`src/rtl/rename_register_file_pkg.sv`:
```
// Shared widths, derived sizes and the rename snapshot record (per-register tag array plus busy vector).
package rename_register_file_pkg;

  localparam int XLEN_DEF           = 32;
  localparam int REG_ADDR_WIDTH_DEF = 5;
  localparam int ROB_WIDTH_DEF      = 4;
  localparam int CKPT_WIDTH_DEF     = 2;

  localparam int NUM_REGS   = 2 ** REG_ADDR_WIDTH_DEF;
  localparam int CKPT_DEPTH = 2 ** CKPT_WIDTH_DEF;

  typedef logic [ROB_WIDTH_DEF-1:0] rob_tag_t;

  typedef struct packed {
    rob_tag_t [NUM_REGS-1:0] tag;
    logic     [NUM_REGS-1:0] busy;
  } snap_t;

  // Retire a ROB tag from a rename map: every busy register waiting on it becomes ready.
  function automatic snap_t snap_commit(input snap_t s, input logic commit_vld,
                                        input rob_tag_t commit_tag);
    snap_t r;
    r = s;
    for (int i = 0; i < NUM_REGS; i++) begin
      if (commit_vld && s.busy[i] && (s.tag[i] == commit_tag)) r.busy[i] = 1'b0;
    end
    return r;
  endfunction

endpackage

```
`src/rtl/rename_ckpt_fifo.sv`:
```
// Circular FIFO of rename-map snapshots taken at branches; oldest entry at head, next free at tail.
// Live entries are kept commit-coherent so a restore never resurrects an already retired producer.
module rename_ckpt_fifo
  import rename_register_file_pkg::*;
#(
  parameter int CKPT_WIDTH = CKPT_WIDTH_DEF
) (
  input  logic                  clk_in,
  input  logic                  rst_in,
  input  logic                  rdy_in,
  input  logic                  clear_i,
  input  logic                  take_i,
  input  snap_t                 snap_i,
  input  logic                  release_i,
  input  logic                  restore_i,
  input  logic [CKPT_WIDTH-1:0] restore_id_i,
  input  logic                  commit_vld_i,
  input  rob_tag_t              commit_tag_i,
  output logic                  restore_ok_o,
  output snap_t                 restore_snap_o,
  output logic [CKPT_WIDTH-1:0] tail_o,
  output logic                  full_o
);

  localparam int DEPTH = 2 ** CKPT_WIDTH;
  localparam logic [CKPT_WIDTH:0] DEPTH_CNT = (CKPT_WIDTH+1)'(DEPTH);

  logic [CKPT_WIDTH-1:0] head_q, head_d;
  logic [CKPT_WIDTH-1:0] tail_q, tail_d;
  logic [CKPT_WIDTH:0]   count_q, count_d;
  snap_t                 snap_q [DEPTH];
  snap_t                 snap_d [DEPTH];

  logic                  do_release;
  logic                  do_take;
  logic [CKPT_WIDTH-1:0] head_rel;
  logic [CKPT_WIDTH:0]   count_rel;
  logic [CKPT_WIDTH-1:0] restore_dist;

  assign full_o     = (count_q == DEPTH_CNT);
  assign tail_o     = tail_q;
  assign do_release = release_i && (count_q != '0);
  assign head_rel   = head_q + CKPT_WIDTH'(do_release);
  assign count_rel  = count_q - (CKPT_WIDTH+1)'(do_release);

  // Liveness is judged after this cycle's release has retired the oldest entry.
  assign restore_dist   = restore_id_i - head_rel;
  assign restore_ok_o   = restore_i && ({1'b0, restore_dist} < count_rel);
  assign restore_snap_o = snap_commit(snap_q[restore_id_i], commit_vld_i, commit_tag_i);
  assign do_take        = take_i && !full_o && !clear_i && !restore_ok_o;

  always_comb begin
    head_d  = head_q;
    tail_d  = tail_q;
    count_d = count_q;
    if (clear_i) begin
      head_d  = '0;
      tail_d  = '0;
      count_d = '0;
    end else if (restore_ok_o) begin
      head_d  = head_rel;
      tail_d  = restore_id_i + CKPT_WIDTH'(1);
      count_d = {1'b0, restore_dist} + (CKPT_WIDTH+1)'(1);
    end else begin
      head_d  = head_rel;
      tail_d  = tail_q + CKPT_WIDTH'(do_take);
      count_d = count_rel + (CKPT_WIDTH+1)'(do_take);
    end
  end

  always_comb begin
    for (int i = 0; i < DEPTH; i++) begin
      snap_d[i] = snap_commit(snap_q[i], commit_vld_i, commit_tag_i);
      if (do_take && (tail_q == CKPT_WIDTH'(i))) snap_d[i] = snap_i;
    end
  end

  always_ff @(posedge clk_in) begin
    if (rst_in) begin
      head_q  <= '0;
      tail_q  <= '0;
      count_q <= '0;
      for (int i = 0; i < DEPTH; i++) snap_q[i] <= '0;
    end else if (rdy_in) begin
      head_q  <= head_d;
      tail_q  <= tail_d;
      count_q <= count_d;
      for (int i = 0; i < DEPTH; i++) snap_q[i] <= snap_d[i];
    end
  end

endmodule

```
`src/rtl/rename_register_file.sv`:
```
// Architectural register file with rename map (tag/busy per register), commit bypass on reads
// and branch checkpoints for single-cycle mispredict recovery.
module rename_register_file
  import rename_register_file_pkg::*;
#(
  parameter int XLEN           = XLEN_DEF,
  parameter int REG_ADDR_WIDTH = REG_ADDR_WIDTH_DEF,
  parameter int ROB_WIDTH      = ROB_WIDTH_DEF,
  parameter int CKPT_WIDTH     = CKPT_WIDTH_DEF
) (
  input  logic                      clk_in,
  input  logic                      rst_in,
  input  logic                      rdy_in,
  input  logic                      clear_signal,
  input  logic                      issue_signal,
  input  logic [REG_ADDR_WIDTH-1:0] rs_id_1,
  input  logic [REG_ADDR_WIDTH-1:0] rs_id_2,
  output logic [XLEN-1:0]           rs_value_1,
  output logic [XLEN-1:0]           rs_value_2,
  output logic [ROB_WIDTH-1:0]      rs_tag_1,
  output logic [ROB_WIDTH-1:0]      rs_tag_2,
  output logic                      rs_valid_1,
  output logic                      rs_valid_2,
  input  logic [REG_ADDR_WIDTH-1:0] rd_id,
  input  logic [ROB_WIDTH-1:0]      rd_tag,
  input  logic                      ckpt_signal,
  output logic [CKPT_WIDTH-1:0]     ckpt_id,
  output logic                      ckpt_full,
  input  logic                      release_signal,
  input  logic                      restore_signal,
  input  logic [CKPT_WIDTH-1:0]     restore_ckpt_id,
  input  logic                      commit_signal,
  input  logic [XLEN-1:0]           commit_rd_value,
  input  logic [ROB_WIDTH-1:0]      commit_rd_tag
);

  // The snapshot record is shaped by the package widths, so the map-related widths must agree.
  if (REG_ADDR_WIDTH != REG_ADDR_WIDTH_DEF || ROB_WIDTH != ROB_WIDTH_DEF) begin : g_width_guard
    $error("rename_register_file: REG_ADDR_WIDTH/ROB_WIDTH must match the package widths");
  end

  typedef struct packed {
    logic [XLEN-1:0] value;
    rob_tag_t        tag;
    logic            valid;
  } rd_res_t;

  logic [XLEN-1:0]     value_q [NUM_REGS];
  logic [XLEN-1:0]     value_d [NUM_REGS];
  snap_t               main_q, main_d;
  snap_t               committed, renamed, restore_snap;
  logic                restore_ok;
  logic                issue_rd;
  logic [NUM_REGS-1:0] commit_hit;
  rd_res_t             rd1, rd2;

  always_comb begin
    for (int i = 0; i < NUM_REGS; i++) begin
      commit_hit[i] = commit_signal && main_q.busy[i] && (main_q.tag[i] == commit_rd_tag);
    end
  end

  assign issue_rd = issue_signal && (rd_id != '0);

  always_comb begin
    committed      = main_q;
    committed.busy = main_q.busy & ~commit_hit;
  end

  // Rename lands on top of the commit, so a same-cycle commit to rd still leaves rd busy.
  always_comb begin
    renamed = committed;
    if (issue_rd) begin
      renamed.tag[rd_id]  = rd_tag;
      renamed.busy[rd_id] = 1'b1;
    end
  end

  always_comb begin
    main_d = renamed;
    if (clear_signal) begin
      main_d      = committed;
      main_d.busy = '0;
    end else if (restore_ok) begin
      main_d = restore_snap;
    end
  end

  always_comb begin
    for (int i = 0; i < NUM_REGS; i++) begin
      value_d[i] = commit_hit[i] ? commit_rd_value : value_q[i];
    end
  end

  always_ff @(posedge clk_in) begin
    if (rst_in) begin
      main_q <= '0;
      for (int i = 0; i < NUM_REGS; i++) value_q[i] <= '0;
    end else if (rdy_in) begin
      main_q <= main_d;
      for (int i = 0; i < NUM_REGS; i++) value_q[i] <= value_d[i];
    end
  end

  function automatic rd_res_t read_port(input logic [REG_ADDR_WIDTH-1:0] id);
    rd_res_t r;
    r.value = value_q[id];
    r.tag   = main_q.tag[id];
    r.valid = !main_q.busy[id];
    if (id == '0) begin
      r.value = '0;
      r.tag   = '0;
      r.valid = 1'b1;
    end else if (commit_hit[id]) begin
      r.value = commit_rd_value;
      r.valid = 1'b1;
    end
    return r;
  endfunction

  assign rd1        = read_port(rs_id_1);
  assign rd2        = read_port(rs_id_2);
  assign rs_value_1 = rd1.value;
  assign rs_tag_1   = rd1.tag;
  assign rs_valid_1 = rd1.valid;
  assign rs_value_2 = rd2.value;
  assign rs_tag_2   = rd2.tag;
  assign rs_valid_2 = rd2.valid;

  rename_ckpt_fifo #(
    .CKPT_WIDTH(CKPT_WIDTH)
  ) u_ckpt (
    .clk_in        (clk_in),
    .rst_in        (rst_in),
    .rdy_in        (rdy_in),
    .clear_i       (clear_signal),
    .take_i        (issue_signal && ckpt_signal),
    .snap_i        (renamed),
    .release_i     (release_signal),
    .restore_i     (restore_signal),
    .restore_id_i  (restore_ckpt_id),
    .commit_vld_i  (commit_signal),
    .commit_tag_i  (commit_rd_tag),
    .restore_ok_o  (restore_ok),
    .restore_snap_o(restore_snap),
    .tail_o        (ckpt_id),
    .full_o        (ckpt_full)
  );

endmodule

```
`config.mk`:
```
export PLATFORM = sky130hd
export DESIGN_NAME = rename_register_file
export DESIGN_NICKNAME = d
export VERILOG_FILES = /design/src/rtl/rename_register_file_pkg.sv /design/src/rtl/rename_ckpt_fifo.sv /design/src/rtl/rename_register_file.sv
export SDC_FILE = /design/constraint.sdc
export NUM_CORES = 2
export LEC_CHECK = 0
export ABC_AREA = 1
export CELL_PAD_IN_SITES_DETAIL_PLACEMENT = 1
export CELL_PAD_IN_SITES_GLOBAL_PLACEMENT = 1
export CORE_MARGIN = 1.5
export CORE_UTILIZATION = 40
export DETAILED_ROUTE_END_ITERATION = 8
export PLACE_DENSITY = 0.66
export SYNTH_ARGS = -nofsm -noshare
export SYNTH_HDL_FRONTEND = slang
export SYNTH_SLANG_ARGS = --single-unit
```
`constraint.sdc`:
```
create_clock -name clk_in -period 10.1 [get_ports clk_in]
set_clock_uncertainty 0.15 [all_clocks]
set_input_delay 2.02 -clock clk_in [delete_from_list [all_inputs] [get_ports clk_in]]
set_output_delay 2.02 -clock clk_in [all_outputs]
set_load 0.05 [all_outputs]
```
==> results.sh <==
export IMPL_fin_crit_ns=8.91
export IMPL_fp_dieH_um=506
export IMPL_ys_flop_type="edfxtp_1"
export IMPL_path_clk_slew_ns=0.06
export IMPL_status="completed"
export IMPL_chipWidth_um=506
export IMPL_cts_tree="built"
export IMPL_wl_per_cell_um=33.3
export IMPL_synth_seq_cells=1831
export IMPL_setup_ws_ns=1.19
export IMPL_cp_required_ns=7.93
export IMPL_post_cts_setup_buffer_count=0
export IMPL_area_delta_synth_final_pct=10.4
export IMPL_num_rows=184
export IMPL_powerDensity_nw_per_um2=175
export IMPL_final_common_cell="nor2_1"
export IMPL_via_per_inst=6.64
export IMPL_top_layer="met5"
export IMPL_wirelength_um=497000
export IMPL_remaining_drc_errors=0
export IMPL_crit_path_frequent_cell="nand2_1"
export IMPL_synth_top_area_share_pct=49.3
export IMPL_drt_met1_wl_um=194000
export IMPL_grt_use_total_pct=37.6
export IMPL_root_buffer="clkbuf_16"
export IMPL_final_cell_mix="nor2_1, nand2_1, edfxtp_1"
export IMPL_dr_total_vias=99300
export IMPL_yosys_top_cells_area="edfxtp_1, nor2_1, nand2_1"
export IMPL_critical_path_max_stage_delay_ns=0.73
export IMPL_cts_resized=0
export IMPL_synth_edff_count=1664
export IMPL_synth_nets=12000
export IMPL_cts_hold_buffers=0
export IMPL_final_nets=11500
export IMPL_syn_area_um2=101000
export IMPL_end_kind="output port"
export IMPL_port_buffer_count=142
export IMPL_numCtsBuffers=219
export IMPL_max_slew_worst_pin_slew_ns=1.25
export IMPL_grt_max_degree=162
export IMPL_yosys_area_top_type="edfxtp_1"
export IMPL_antenna_found_initial=10
export IMPL_rsz0062_at_grt="no"
export IMPL_crit_slowest_cell="nand2_2"
export IMPL_ioPinCount=143
export IMPL_syn_area_per_cell_um2=8.54
export IMPL_cp_cell_sequence="buf_8 > inv_8 > nand2_8 > inv_2 > nand3_1 > nand2_1 > nor2_1 > nand2_1 > nand3_1 > nand2_1 > nand2_1 > nand2_2 > nor2_1 > nor2_1 > buf_4"
export IMPL_relSlewSlack_pct=15.8
export IMPL_startpoint_type="input port"
export IMPL_path_class="in -> out"
export IMPL_hold_class="reg -> reg"
export IMPL_die_area_um2=256000
export IMPL_setup_viol_count_final=0
export IMPL_yosysWarningCount=0
export IMPL_drive_gt1_share_pct=6.07
export IMPL_coreArea_um2=252000
export IMPL_cts_sinks=1831
export IMPL_critical_path_arrival_ns=6.74
export IMPL_whs_ns=0.349
export IMPL_clock_fmax_mhz=112
export IMPL_dr_wl_met3_um=46800
export IMPL_tns_ns=0
export IMPL_post_place_ws_ns=1.49
export IMPL_grt_pass1_wl_um=711000
export IMPL_cap_violations=0
export IMPL_fin_util_pct=44.5
export IMPL_min_period_over_period_pct=88.2
export IMPL_synthArstFlopShare_pct=0
export IMPL_critPathMaxFanout=79
export IMPL_dp_hpwl_um=285000
export IMPL_drt_initial_drc_count=12800
export IMPL_grt_ovfl_total=0
export IMPL_htreeDepth=4
export IMPL_wl_met2_um=224000
export IMPL_initial_core_util_pct=40.3
export IMPL_irDropWorstVdd_mv=0.147
export IMPL_slew_viol_final=0
export IMPL_synth_cells=11900
export IMPL_clockBufferDepth=4
export IMPL_ys_types=53
export IMPL_final_hold_viol_count=0
export IMPL_worstSkewPairLatency_ns=0.94
export IMPL_first_global_vias=99900
export IMPL_gp_congestion=0.928
export IMPL_drtPass1Iterations=6
export IMPL_leakage_nw=40.2
export IMPL_yosysSeqAreaShare_pct=52.6
export IMPL_antenna_left=0
[stage by stage]
stage | cells | instance area, µm² | total power [mW]
detailed placement | 14600 | 105000 | 12.0
CTS | 14900 | 112000 | 19.5
global route | 14900 | 112000 | 20.0
finish | 14900 | 112000 | 19.6
global placement | 14600 | 105000 | 12.0
floorplan | 11900 | 101000 | 10.7
[cell type report]
type	count	area (µm²)
sequential	1831	53300
clock inverter	85	524
tap	3348	4190
inverter	526	2070
fill	29100	140000
timing repair buffer	368	3450
antenna	8	20.0
multi-input combinational	8478	42300
clock buffer	301	6020
[final timing paths]
path | startpoint | to | slack, ns | cells after the start
worst max-delay path | rs_id_1[0] | rs_value_1[14] | 1.19 | 15
worst min-delay path | main_q[6] | main_q[6] | 0.35 | 2
worst max register to register | u_ckpt.count_q[2] | u_ckpt.snap_q[3][63] | 4.77 | 16
worst min register to register | main_q[6] | main_q[6] | 0.35 | 2
[flip-flops by register name, summed over array words and instances (netlist names)]
name and flops:
u_ckpt.head_q 2, u_ckpt.snap_q 640, u_ckpt.count_q 3, main_q 32
committed 128, u_ckpt.tail_o 2, value_q 1024
[worst max-delay path: cells and delay by family]
kind,cells,cell delay [ns]
simple gates,11,2.86
buf+inv,4,1.65
[metal layers]
layer | GRT usage (%) | up-vias
met1 | 48.4 | 50600
met2 | 60.0 | 6016
met3 | 6.12 | 1552
li1 | - | 41100
met4 | 21.9 | 10
met5 | 0 | -
[cells in the mapped netlist (all sizes together) (9+ instances only)]
cell,number
nor2,2317
nand2,2204
edfxtp,1664
o21ai,848
nand3,781
a21oi,683
clkbuf,662
inv,521
o221ai,477
buf,379
o211ai,351
o22ai,175
dfxtp,167
xor2,139
o2111ai,86
a211oi,44
a221oi,44
o41ai,43
nor3,36
nand4,34
a211o,32
o31ai,27
xnor2,26
o221a,21
a2111oi,19
o21a,16
or2,15
a21o,9
ha,9
o22a,9
[cell families (layout without fill, tap and decap cells)]
group,count (synthesis),count (layout),share of synthesized area (%)
AND/OR/NAND/NOR,5397,5397,21.2
AO/OA/AOI/OAI,2907,2907,18.5
flip-flops,1831,1831,52.6
buffers and inverters,1567,1280,6.21
XOR/XNOR,165,165,1.43
adder cells (fa/ha/maj),9,9,0.111
other,0,8,0
[where the power goes]
part / switching, mW / internal, mW / leakage [nW]
Clock: 3.36 / 4.23 / 3.20
Combinational: 2.37 / 0.743 / 18.7
Sequential: 0.244 / 8.64 / 18.3
Total: 5.98 / 13.6 / 40.2
No activity file was read; power rests on OpenSTA's default activity.
